==> src/rtl/alu_pkg.sv <==
// Shared ALU definitions: 5-bit operation codes, RV32 opcode/funct fields and the
// issue-controller state encoding.
package alu_pkg;

  typedef enum logic [4:0] {
    AluAdd  = 5'd0,
    AluSub  = 5'd1,
    AluSll  = 5'd2,
    AluSlt  = 5'd3,
    AluXor  = 5'd4,
    AluSrl  = 5'd5,
    AluSra  = 5'd6,
    AluOr   = 5'd7,
    AluAnd  = 5'd8,
    AluMul  = 5'd9,
    AluDiv  = 5'd10,
    AluAddi = 5'd11,
    AluSlti = 5'd12,
    AluXori = 5'd13,
    AluOri  = 5'd14,
    AluAndi = 5'd15,
    AluSlli = 5'd16,
    AluSrli = 5'd17,
    AluSrai = 5'd18,
    AluLui  = 5'd19,
    AluAuip = 5'd20,
    AluNot  = 5'd21,
    AluNoti = 5'd22,
    AluSubi = 5'd23,
    AluMuli = 5'd24,
    AluDivi = 5'd25,
    AluNull = 5'd31
  } alu_op_e;

  typedef enum logic [1:0] {
    StEmpty = 2'd0,
    StHold  = 2'd1,
    StValid = 2'd2
  } issue_state_e;

  localparam logic [6:0] OpcOp    = 7'b0110011;
  localparam logic [6:0] OpcOpImm = 7'b0010011;
  localparam logic [6:0] OpcLui   = 7'b0110111;
  localparam logic [6:0] OpcAuipc = 7'b0010111;

  localparam logic [6:0] F7Base   = 7'b0000000;
  localparam logic [6:0] F7Alt    = 7'b0100000;
  localparam logic [6:0] F7MulDiv = 7'b0000001;

  localparam logic [2:0] F3AddSub = 3'b000;
  localparam logic [2:0] F3Sll    = 3'b001;
  localparam logic [2:0] F3Slt    = 3'b010;
  localparam logic [2:0] F3Xor    = 3'b100;
  localparam logic [2:0] F3Sr     = 3'b101;
  localparam logic [2:0] F3Or     = 3'b110;
  localparam logic [2:0] F3And    = 3'b111;
  localparam logic [2:0] F3Mul    = 3'b000;
  localparam logic [2:0] F3Div    = 3'b100;

  // Extra cycles an op is held before its result is presented (0 = single cycle).
  function automatic logic [3:0] hold_len(input int unsigned cycles);
    return 4'(cycles - 1);
  endfunction

endpackage

==> src/rtl/alu_decode.sv <==
// Combinational RV32 field decode into ALU control code, operands, illegal flag and
// the number of extra hold cycles for multi-cycle ops.
module alu_decode
  import alu_pkg::*;
#(
  parameter int unsigned MUL_CYCLES = 2,
  parameter int unsigned DIV_CYCLES = 4
) (
  input  logic [6:0]  i_opcode,
  input  logic [2:0]  i_funct3,
  input  logic [6:0]  i_funct7,
  input  logic [31:0] i_rs1,
  input  logic [31:0] i_rs2,
  input  logic [31:0] i_imm,
  input  logic [31:0] i_pc,
  output alu_op_e     o_ctrl,
  output logic [31:0] o_a,
  output logic [31:0] o_b,
  output logic        o_illegal,
  output logic [3:0]  o_hold_len
);

  localparam logic [3:0] MulLen = hold_len(MUL_CYCLES);
  localparam logic [3:0] DivLen = hold_len(DIV_CYCLES);

  alu_op_e     w_op;
  logic [31:0] w_a;
  logic [31:0] w_b;
  logic        w_ok;
  logic [3:0]  w_len;

  always_comb begin
    w_op  = AluNull;
    w_a   = '0;
    w_b   = '0;
    w_ok  = 1'b0;
    w_len = '0;
    case (i_opcode)
      OpcOp: begin
        w_a  = i_rs1;
        w_b  = i_rs2;
        w_ok = 1'b1;
        if (i_funct7 == F7MulDiv) begin
          case (i_funct3)
            F3Mul: begin w_op = AluMul; w_len = MulLen; end
            F3Div: begin w_op = AluDiv; w_len = DivLen; end
            default: w_ok = 1'b0;
          endcase
        end else if (i_funct7 == F7Base || i_funct7 == F7Alt) begin
          // The alternate funct7 is only meaningful for SUB and SRA.
          case ({i_funct7[5], i_funct3})
            {1'b0, F3AddSub}: w_op = AluAdd;
            {1'b1, F3AddSub}: w_op = AluSub;
            {1'b0, F3Sll}:    w_op = AluSll;
            {1'b0, F3Slt}:    w_op = AluSlt;
            {1'b0, F3Xor}:    w_op = AluXor;
            {1'b0, F3Sr}:     w_op = AluSrl;
            {1'b1, F3Sr}:     w_op = AluSra;
            {1'b0, F3Or}:     w_op = AluOr;
            {1'b0, F3And}:    w_op = AluAnd;
            default:          w_ok = 1'b0;
          endcase
        end else begin
          w_ok = 1'b0;
        end
      end
      OpcOpImm: begin
        w_a  = i_rs1;
        w_b  = i_imm;
        w_ok = 1'b1;
        case (i_funct3)
          F3AddSub: w_op = AluAddi;
          F3Slt:    w_op = AluSlti;
          F3Xor:    w_op = AluXori;
          F3Or:     w_op = AluOri;
          F3And:    w_op = AluAndi;
          F3Sll: begin
            w_op = AluSlli;
            w_b  = {27'b0, i_imm[4:0]};
          end
          F3Sr: begin
            w_op = i_funct7[5] ? AluSrai : AluSrli;
            w_b  = {27'b0, i_imm[4:0]};
          end
          default: w_ok = 1'b0;
        endcase
      end
      OpcLui: begin
        w_op = AluLui;
        w_a  = i_imm;
        w_b  = 32'd12;
        w_ok = 1'b1;
      end
      OpcAuipc: begin
        w_op = AluAuip;
        w_a  = i_pc;
        w_b  = i_imm << 12;
        w_ok = 1'b1;
      end
      default: w_ok = 1'b0;
    endcase
  end

  assign o_ctrl     = w_ok ? w_op  : AluNull;
  assign o_a        = w_ok ? w_a   : '0;
  assign o_b        = w_ok ? w_b   : '0;
  assign o_illegal  = ~w_ok;
  assign o_hold_len = w_ok ? w_len : '0;

endmodule

==> src/rtl/alu_issue_ctrl.sv <==
// Single-entry ALU issue stage: decodes an accepted instruction, holds multi-cycle
// ops for a fixed count, then presents the settled operands to the consumer.
module alu_issue_ctrl
  import alu_pkg::*;
#(
  parameter int unsigned MUL_CYCLES = 2,
  parameter int unsigned DIV_CYCLES = 4
) (
  input  logic        clk,
  input  logic        rst,
  input  logic        flush,
  input  logic        in_valid,
  output logic        in_ready,
  input  logic [6:0]  in_opcode,
  input  logic [2:0]  in_funct3,
  input  logic [6:0]  in_funct7,
  input  logic [31:0] in_rs1_val,
  input  logic [31:0] in_rs2_val,
  input  logic [31:0] in_imm,
  input  logic [31:0] in_pc,
  output logic [4:0]  alu_control,
  output logic [31:0] alu_input_A,
  output logic [31:0] alu_input_B,
  output logic        ex_valid,
  input  logic        ex_ready,
  output logic        illegal
);

  issue_state_e r_state, w_state_d;
  logic [3:0]   r_cnt, w_cnt_d;
  alu_op_e      r_ctrl, w_ctrl_d;
  logic [31:0]  r_a, w_a_d;
  logic [31:0]  r_b, w_b_d;
  logic         r_ill, w_ill_d;

  alu_op_e     w_dec_ctrl;
  logic [31:0] w_dec_a;
  logic [31:0] w_dec_b;
  logic        w_dec_ill;
  logic [3:0]  w_dec_len;
  logic        w_in_ready;
  logic        w_accept;

  alu_decode #(
    .MUL_CYCLES(MUL_CYCLES),
    .DIV_CYCLES(DIV_CYCLES)
  ) u_decode (
    .i_opcode  (in_opcode),
    .i_funct3  (in_funct3),
    .i_funct7  (in_funct7),
    .i_rs1     (in_rs1_val),
    .i_rs2     (in_rs2_val),
    .i_imm     (in_imm),
    .i_pc      (in_pc),
    .o_ctrl    (w_dec_ctrl),
    .o_a       (w_dec_a),
    .o_b       (w_dec_b),
    .o_illegal (w_dec_ill),
    .o_hold_len(w_dec_len)
  );

  always_comb begin
    w_in_ready = 1'b0;
    case (r_state)
      StEmpty: w_in_ready = 1'b1;
      StValid: w_in_ready = ex_ready;
      default: w_in_ready = 1'b0;
    endcase
  end

  assign w_accept = in_valid & w_in_ready;

  always_comb begin
    w_state_d = r_state;
    w_cnt_d   = r_cnt;
    w_ctrl_d  = r_ctrl;
    w_a_d     = r_a;
    w_b_d     = r_b;
    w_ill_d   = r_ill;
    // Going empty always clears the output register so EMPTY presents a NULL op.
    if (flush || (r_state == StValid && ex_ready && !w_accept) ||
        (r_state != StEmpty && r_state != StHold && r_state != StValid)) begin
      w_state_d = StEmpty;
      w_cnt_d   = '0;
      w_ctrl_d  = AluNull;
      w_a_d     = '0;
      w_b_d     = '0;
      w_ill_d   = 1'b0;
    end else if (w_accept) begin
      w_state_d = (w_dec_len == 4'd0) ? StValid : StHold;
      w_cnt_d   = w_dec_len;
      w_ctrl_d  = w_dec_ctrl;
      w_a_d     = w_dec_a;
      w_b_d     = w_dec_b;
      w_ill_d   = w_dec_ill;
    end else if (r_state == StHold) begin
      w_cnt_d = r_cnt - 4'd1;
      if (r_cnt <= 4'd1) begin
        w_state_d = StValid;
        w_cnt_d   = '0;
      end
    end
  end

  always_ff @(posedge clk) begin
    if (rst) begin
      r_state <= StEmpty;
      r_cnt   <= '0;
      r_ctrl  <= AluNull;
      r_a     <= '0;
      r_b     <= '0;
      r_ill   <= 1'b0;
    end else begin
      r_state <= w_state_d;
      r_cnt   <= w_cnt_d;
      r_ctrl  <= w_ctrl_d;
      r_a     <= w_a_d;
      r_b     <= w_b_d;
      r_ill   <= w_ill_d;
    end
  end

  assign in_ready    = w_in_ready;
  assign ex_valid    = (r_state == StValid);
  assign alu_control = r_ctrl;
  assign alu_input_A = r_a;
  assign alu_input_B = r_b;
  assign illegal     = r_ill;

endmodule
==> config.mk <==
export PLATFORM = sky130hd
export DESIGN_NAME = alu_issue_ctrl
export DESIGN_NICKNAME = d
export VERILOG_FILES = /design/src/rtl/alu_pkg.sv /design/src/rtl/alu_decode.sv /design/src/rtl/alu_issue_ctrl.sv
export SDC_FILE = /design/constraint.sdc
export NUM_CORES = 1
export LEC_CHECK = 0
export CAP_MARGIN = 40
export CORE_MARGIN = 2
export CORE_UTILIZATION = 40
export DETAILED_ROUTE_END_ITERATION = 12
export PLACE_DENSITY = 0.84
export SLEW_MARGIN = 20
export SYNTH_ARGS = -nofsm -noshare
export SYNTH_HDL_FRONTEND = slang
export SYNTH_SLANG_ARGS = --single-unit
==> constraint.sdc <==
create_clock -name clk -period 2.4 [get_ports clk]
set_input_delay 0.6 -clock clk [delete_from_list [all_inputs] [get_ports clk]]
set_output_delay 0.6 -clock clk [all_outputs]
set_load 0.01 [all_outputs]
======== After elaboration in Yosys (flattened, before gate mapping) ========
Cells that the tools add are included.
storage, ports and cells
  input bits .............................. 150
  output and inout port bits .............. 72
  memory bits (read-only) ................. 0
  logic and storage cells ................. 89
  bits in writable memories ............... 0
  bits in latches ......................... 0
  bits in registers ....................... 76
  memories kept ........................... 0
operators by class
  add/sub/neg operators ................... 1
  divide/modulo/power cells ............... 0
  equal/unequal tests ..................... 24
  bitwise gates (word level) .............. 2
  shifts and indexed selects .............. 0
  $lt $le $gt $ge ......................... 1
  $mul .................................... 0
  reduce and logical (&&, ||, !) cells .... 24
  mux-type cells .......................... 31
operators with widths
  cell                                           count
  case mux 32 bit (4 select lines)               1
  two-way mux 32 bit                             3
  case mux 32 bit (3 select lines)               1
  case mux 5 bit (9 select lines)                1
  case mux 5 bit (7 select lines)                1
  two-way mux 4 bit                              6
  == test 7 x 6 -> 1 bit, second input constant  3
  case mux 5 bit (4 select lines)                1
  == test 4 x 3 -> 1 bit, second input constant  4
  two-way mux 5 bit                              3
  == test 7 x 5 -> 1 bit, second input constant  2
  == test 3 bit, second input constant           4
  two-way mux 2 bit                              5
  case mux 5 bit (2 select lines)                1
  OR reduction 2 bit                             5
  OR reduction 9 bit                             1
  == test 4 bit, second input constant           2
  logical NOT 4 bit                              2
  == test 7 x 1 -> 1 bit, second input constant  1
  logical NOT 7 bit                              1
  OR reduction 7 bit                             1
  nonzero test 2 bit                             3
  two-way mux 1 bit                              5
  == test 4 x 1 -> 1 bit, second input constant  1
  other kinds (20)                               25

======== Logic depth before layout (Yosys ltp) ========
Gate-level depths: netlist of run 1.
  word-level depth ........................ 10
  gate-level depth with buffers ........... 8
  mapped depth without buffers ............ 7

======== Cells and area by module ========
A second synthesis of run 1 with hierarchy kept.
second synthesis, totals
  cells, all modules ...................... 722
  area total of the unflattened synthesis .. 5270.1 um2
by module, submodules not included
  module          sequential area each (um2)  instances  cells each  area each (um2)
  alu_issue_ctrl  1521.5                      1          352         2776.4
  alu_decode      0.0                         1          370         2493.6

======== Least setup slack after synthesis of run 1 ========
OpenSTA, ideal clock, no wires.
  path kind ............................... input to register
  start ................................... input in_funct7[5]
  end ..................................... register r_cnt[1]
  setup time .............................. 0.086 ns
  arrival ................................. 1.931 ns
  stages on the path ...................... 6
  setup slack ............................. 0.384 ns
  required time ........................... 2.314 ns
  buffers on the path ..................... 1
  path through ............................ buf_2 > or4b_1 > nor3_1 > nor4b_4 > a211oi_1 > a211oi_1
on the way
  word-level cells in the longest chain between the ends .. 8
  elaborated cells on any way between the ends .. 22
  classes of those cells .................. eq/ne (10); mux (8); reduce/logical (4)
RTL lines
  what                                   line                   text
  start: declaration                     alu_issue_ctrl.sv:16   input logic [6:0] in_funct7,
  == test 4 bit (tied with other cells)  alu_decode.sv:51       case ({i_funct7[5], i_funct3})
  OR reduction 9 bit (no line)           n/a
  two-way mux 1 bit                      alu_decode.sv:51
  two-way mux 1 bit                      alu_decode.sv:49       end else if (i_funct7 == F7Base || i_funct7 == F7Alt) begin
  two-way mux 1 bit                      alu_decode.sv:43       if (i_funct7 == F7MulDiv) begin
  case mux 1 bit (3 select lines)        alu_decode.sv:38       case (i_opcode)
  two-way mux 4 bit *                    alu_decode.sv:108      assign o_hold_len = w_ok ? w_len : '0;
  two-way mux 4 bit *                    alu_issue_ctrl.sv:89   end else if (w_accept) begin
  end signal: assignment                 alu_issue_ctrl.sv:115  r_cnt <= w_cnt_d;
  end: declaration                       alu_issue_ctrl.sv:30   logic [3:0] r_cnt, w_cnt_d;
Mark *: on every way between the ends. The rest lies on a longest branch, timed or not.
A chain may end at the register's enable or synchronous reset.

======== Worst setup path in the final report of run 1 ========
  start ................................... input in_funct3[0]
  end ..................................... register r_b[9], in the netlist alu_input_B[9]
on the way
  word-level cells in the longest chain between the ends .. 7
  elaborated cells on any way between the ends .. 29
  classes of those cells .................. eq/ne (14); mux (9); reduce/logical (6)
RTL lines
  what                                   line                   text
  start: declaration                     alu_issue_ctrl.sv:15   input logic [2:0] in_funct3,
  == test 4 bit (tied with other cells)  alu_decode.sv:51
  OR reduction 9 bit (no line)           n/a
  two-way mux 1 bit                      alu_decode.sv:51
  two-way mux 1 bit                      alu_decode.sv:49
  two-way mux 1 bit                      alu_decode.sv:43
  case mux 1 bit (3 select lines)        alu_decode.sv:38
  two-way mux 32 bit *                   alu_decode.sv:106      assign o_b = w_ok ? w_b : '0;
  end signal: assignment                 alu_issue_ctrl.sv:118  r_b <= w_b_d;
  end: declaration                       alu_issue_ctrl.sv:33   logic [31:0] r_b, w_b_d;
Marks and branches as above.

==> out/qor.csv, run 1 <==
metric;value;unit
fin_crit_sh;0.956;
syn_nets;681;
hold_viol_final;0;
synth_top_area_cell;dfxtp_1;
synth_ff_type;dfxtp_1;
drt_iter0_markers;304;
cts-htree-levels;3;
grt_pass1_vias;5194;
wl_per_cell;18.8;µm
wl;17000;µm
dieWidth;107;µm
fmax;436;MHz
grt_pass1_wl;26100;µm
p_leak;2.70;nW
antenna_found_initial;0;
setup.worst_path.class;in -> reg;
rsz0062_at_grt;false;
status;finished, final reports clean;
tightest_slew;854;ps
ioPinCount;222;
skew;14.5;ps
drv_slew;0;
max-clock-path-buffers;2;
synth_cells;529;
crit_family;compound AO/OA/AOI/OAI gates;
clkSinkCount;76;
viasPerCell;5.65;
finalSetupViolCount;0;
critical_path.endpoint;alu_input_B[9];
io_buffers;221;
cp_max_fo;10;
p_per_area;450;nW/µm²
ys_ff_latch;76;
place_area;6850;µm²
path_depth;7;
antenna_cells;0;
start_kind;primary input;
crit_buf_inv;2;
clockRootBuffer;clkbuf_8;
ys_top_cells_by_count;nand2_1 (99), dfxtp_1 (76), o21ai_0 (38);
die_h;107;µm
path_clk_slew;80;ps
synth_top_cell_area_share;0.357;
ant_nets;0;
final_cells;901;
hold_class;reg -> reg;
post-route-min-period;2300;ps
cap_violations;0;
drtPass1Iterations;7;
max_slew_margin;0.431;
r2r_start;r_state[1];
worst_setup_path_end_kind;flip-flop;
cts_hold_buf;0;
drive_above_1_share;0.116;
fp-row-count;37;
rr_worst_depth;6;
clock_latency;370;ps
final_area;7110;µm²
remaining_drc_errors;0;
crit_arrival;2590;ps
grt_max_degree;93;
path_cells;clkdlybuf4s50_1 > xnor2_1 > o211ai_1 > a2111oi_4 > buf_4 > a32oi_1 > nor2_1;
placedCellCount;885;
dp_hpwl;13400;µm
synth-async-reset-ratio;0;
place_ws;-234;ps
areaGrowthSynthToFinish;67.1;%
start_util;0.412;
cp.required;2690;ps
ir_drop;259;µV
setup.worst_path.start;in_funct3[0];
r2r_setup_slack;490;ps
vias;5089;
max_stage_delay;500;ps
netlist_area;4260;µm²
fin_nets;912;
grt.total_usage;0.295;
synth_most_common_cell;nand2_1;
slowest_stage;clkdlybuf4s50_1;
syn_avg_cell_area;8.05;µm²
coreArea;10300;µm²
ys_types;54;
yosys_warnings;0;
numCtsBuffers;9;
place.gp.congestion;0.895;
r2r-end;alu_input_A[18];
fin_util;0.689;
ys_top_cells_by_area;dfxtp_1 (36%), nand2_1 (8.7%), mux2i_1 (7.5%);
dieArea;11500;µm²
cts_tree;done;
setup_slack;105;ps
synth_enable_flop_cells;0;
seq_area_frac_synth;0.357;
overflow;0;
## tightest hold or removal path: cells and delay by family (launching register included)
family / cells / cell delay [ps]
DFF: 1 / 310
and+or+nand+nor: 1 / 50
AOI/OAI and AO/OA: 1 / 50
## timing repair
item | 4_1_cts | 5_1_grt
gates resized for setup | 0 | 3
buffers inserted | 0 | 0
endpoints found under the setup margin | 0 | 4
## sequential cells by signal, summed over array words and instances (netlist names)
name and cells:
alu_control 5, illegal 1, r_cnt 4, alu_input_A 32, r_state 2, alu_input_B 32
## area by class of cell
| class | count | area, µm² |
|---|---|---|
| Fill cell | 802 | 3210 |
| Sequential cell | 76 | 1520 |
| Tap cell | 136 | 170 |
| Multi-Input combinational cell | 402 | 2530 |
| Clock inverter | 4 | 95.1 |
| Inverter | 8 | 30.0 |
| Timing Repair Buffer | 263 | 2610 |
| Clock buffer | 12 | 155 |
## worst min-delay path by stage
stage                         start         endpoint  slack, ps  depth (start not counted)
CTS                 alu_input_B[13]  alu_input_B[13]        450                          2
global route        alu_input_A[20]  alu_input_A[20]        470                          2
finish              alu_input_A[17]  alu_input_A[17]        450                          2
floorplan                  r_cnt[2]         r_cnt[2]        450                          2
global placement    alu_input_A[20]  alu_input_A[20]        430                          2
detailed placement  alu_input_B[13]  alu_input_B[13]        440                          2
## report_power, final
part           leakage, nW  total, mW  internal, mW  switching, mW
Sequential           0.613       1.27          1.26        0.00375
Clock                0.127       1.24         0.747          0.493
Combinational         1.97      0.692         0.390          0.302
Total                 2.70       3.20          2.40          0.799
## layout by cell type (no fill, tap or decap), drive strengths merged, types with 2 or more instances in the layout
master         synthesis  layout
a2111oi                2       2
a211oi                 4       4
a21o                   5       5
a21oi                 17      17
a221oi                 3       3
a22o                   7       7
a22oi                 17      17
a2bb2oi               18      18
a31oi                  2       2
a32oi                 10      10
and2                   2       2
buf                   18      44
bufinv                 0       3
clkbuf                25      12
clkdlybuf4s50          0     218
dfxtp                 76      76
ha                     2       2
inv                    8       8
mux2i                 32      32
nand2                 99      99
nand2b                 6       6
nand3b                 3       3
nand4                  8       8
nand4b                 2       2
nor2                  29      29
nor2b                  8       8
nor3                   8       8
nor4                   4       4
o21a                   3       3
o21ai                 88      88
o22a                   3       3
o22ai                  2       2
or2                    3       3
or3                    2       2
or4                    3       3
## metrics by stage
step	TNS [ps]	power [mW]	hold slack, ps
floorplan	0	1.58	452
global placement	-5920	1.96	434
detailed placement	-8990	1.98	437
CTS	0	3.20	448
global route	0	3.31	465
finish	0	3.20	447
## layer usage
| metal | part of all wire | vias to the layer above | GRT usage | wire (µm) |
|---|---|---|---|---|
| met5 | 0 | - | 0 | 0 |
| met4 | 0.051 | 0 | 0.173 | 864 |
| met3 | 0.094 | 57 | 0.0833 | 1600 |
| met2 | 0.49 | 300 | 0.511 | 8320 |
| met1 | 0.36 | 2346 | 0.319 | 6170 |
| li1 | - | 2386 | - | - |
## logic make-up after synthesis
group	synth area share
AO/OA/AOI/OAI	0.301
AND/OR/NAND/NOR	0.205
flip-flops	0.357
buffers and inverters	0.0538
multiplexers	0.0752
adder cells (fa/ha/maj)	0.00588
XOR/XNOR	0.00206
No activity file was read; power rests on OpenSTA's default activity.
==> run 2, diff against run 1 <==
--- a/config.mk
+++ b/config.mk
@@ -6,10 +6,11 @@
 export NUM_CORES = 1
 export LEC_CHECK = 0
 export CAP_MARGIN = 40
-export CORE_MARGIN = 2
-export CORE_UTILIZATION = 40
+export CORE_MARGIN = 4
+export CORE_UTILIZATION = 43
 export DETAILED_ROUTE_END_ITERATION = 12
-export PLACE_DENSITY = 0.84
+export PLACE_DENSITY = 0.89
+export RECOVER_POWER = 100
 export SLEW_MARGIN = 20
 export SYNTH_ARGS = -nofsm -noshare
 export SYNTH_HDL_FRONTEND = slang
==> constraint.sdc (replaced) <==
create_clock -name clk -period 2.93 [get_ports clk]
set_input_delay 0.7325 -clock clk [delete_from_list [all_inputs] [get_ports clk]]
set_output_delay 0.7325 -clock clk [all_outputs]
set_load 0.01 [all_outputs]
==> out/qor.csv, run 2 (synthesis results as in run 1) <==
metric;value;unit;change
crit_arrival;3030;ps;was 2590 ps
p_clk_frac;0.327;;was 0.387
grt_pass1_vias;5111;;was 5194
cts_resized;0;;unchanged
final_cells;873;;was 901
remaining_drc_errors;0;;unchanged
fin_util;0.687;;was 0.689
grt_pass1_wl;26100;µm;about the same
fmax;364;MHz;
min_to;alu_input_B[20];;was alu_input_A[17]
antenna_found_initial;0;;unchanged
final_common_cell;clkdlybuf4s50_1;;unchanged
r2r_start;r_state[1];;unchanged
setup_tns;0;ps;unchanged
finalSetupViolCount;0;;unchanged
drive_above_1_share;0.0608;;was 0.116
dp_hpwl;13500;µm;was 13400 µm
clockRootBuffer;clkbuf_8;;unchanged
placedCellCount;857;;was 885
power.total;2.32;mW;was 3.20 mW
cts_hold_buf;0;;unchanged
p_comb_frac;0.226;;was 0.216
hold_class;reg -> reg;;unchanged
setup.worst_path.class;in -> reg;;unchanged
fin_nets;887;;was 912
rsz0062_at_grt;false;;unchanged
max-clock-path-buffers;2;;unchanged
ir_drop;226;µV;was 259 µV
cap_violations;0;;unchanged
start_kind;primary input;;unchanged
overflow;0;;unchanged
status;finished, final reports clean;;unchanged
io_buffers;221;;unchanged
grt.total_usage;0.289;;was 0.295
clock_latency;350;ps;was 370 ps
numCtsBuffers;9;;unchanged
hold_viol_final;0;;unchanged
worst_setup_path_end_kind;flip-flop;;unchanged
cp_max_fo;11;;was 10
max_slew_margin;0.481;;was 0.431
place.gp.congestion;0.883;;was 0.895
place_ws;98.3;ps;was -234 ps
cts-htree-levels;3;;unchanged
grt_max_degree;85;;was 93
cp.required;3210;ps;was 2690 ps
internal_power;1.64;mW;was 2.40 mW
post-route-min-period;2750;ps;
final_area;6690;µm²;was 7110 µm²
viasPerCell;5.76;;was 5.65
dieArea;11600;µm²;was 11500 µm²
r2r-end;r_cnt[0];;was alu_input_A[18]
ioPinCount;222;;unchanged
setup_slack;179;ps;was 105 ps
areaGrowthSynthToFinish;57.1;%;was 67.1%
vias;5028;;was 5089
cts_tree;done;;unchanged
fin_crit_sh;0.939;;
die_h;108;µm;was 107 µm
path_clk_slew;90;ps;was 80 ps
rr_worst_depth;6;;unchanged
drt_iter0_markers;321;;was 304
r2r_setup_slack;730;ps;was 490 ps
place_area;6580;µm²;was 6850 µm²
clkSinkCount;76;;unchanged
wl_per_cell;19.7;µm;was 18.8 µm
ant_nets;0;;unchanged
holdPathStages;2;;unchanged
start_util;0.438;;was 0.412
seq_power_share;0.447;;was 0.396
most-common-layout-cells;clkdlybuf4s50_1 (146), nand2_1 (99), o21ai_0 (85);;was clkdlybuf4s50_1 (218), nand2_1 (99), dfxtp_1 (76)
power.switching;679;µW;was 799 µW
wl;17200;µm;was 17000 µm
swShare;0.293;;was 0.250
cts_setup_buffers;0;;unchanged
drtPass1Iterations;5;;was 7
dieWidth;108;µm;was 107 µm
coreArea;9730;µm²;was 10300 µm²
fp-row-count;36;;was 37
drv_slew;0;;unchanged
antenna_cells;0;;unchanged
p_per_area;347;nW/µm²;was 450 nW/µm²
p_leak;2.70;nW;about the same
fin_hold_ws;452;ps;was 447 ps
holdCritStartpoint;alu_input_B[20];;was alu_input_A[17]
tightest_slew;778;ps;was 854 ps
skew;14.3;ps;was 14.5 ps
run 2: cell count changes in the layout (fill, tap and decap cells not counted), sizes merged:
| cell | before | now |
|---|---|---|
| dlymetal6s2s | 1 | 0 |
| inv | 8 | 11 |
| dlygate4sd3 | 0 | 73 |
| clkinvlp | 0 | 3 |
| bufinv | 3 | 0 |
| buf | 44 | 18 |
| clkbuf | 12 | 10 |
| clkdlybuf4s50 | 218 | 146 |
run 2: critical path: stages:
cell and delay [ps]:
dlygate4sd3_1 600, buf_4 200, nor3_1 270, nor2_1 70
a2111oi_0 560, buf_4 290, a32oi_1 120, nor2_1 170
run 2: final cells by class:
type	count	area (µm²)
Clock buffer	9	124
Clock inverter	7	57.6
Fill cell	818	3040
Inverter	8	30.0
Multi-Input combinational cell	402	2450
Sequential cell	76	1520
Tap cell	133	166
Timing Repair Buffer	238	2340
run 2: how the worst max path moves through the flow:
stage	cells past startpoint	from	end
after detailed placement	7	in_funct7[6]	alu_input_A[22]
after global placement	6	in_funct7[5]	r_cnt[1]
after CTS	4	ex_ready	in_ready
after global routing	8	in_funct3[1]	alu_input_B[6]
final	8	in_funct3[1]	alu_input_B[6]
after floorplan	6	in_funct7[5]	r_cnt[1]
run 2: power groups by stage:
| stage | combinational, mW | clock (mW) | sequential [mW] |
|---|---|---|---|
| after detailed placement | 0.527 | 0 | 1.06 |
| after CTS | 0.529 | 0.764 | 1.04 |
| final | 0.524 | 0.758 | 1.04 |
| after global placement | 0.514 | 0 | 1.06 |
| after floorplan | 0.232 | 0 | 1.06 |
| after global routing | 0.558 | 0.802 | 1.04 |
run 2: routing by layer:
metal | wire (µm) | track usage | part of all wire
met1 | 6430 | 0.332 | 0.37
met3 | 1500 | 0.0678 | 0.087
met5 | 0 | 0 | 0
met4 | 1010 | 0.179 | 0.059
met2 | 8220 | 0.483 | 0.48
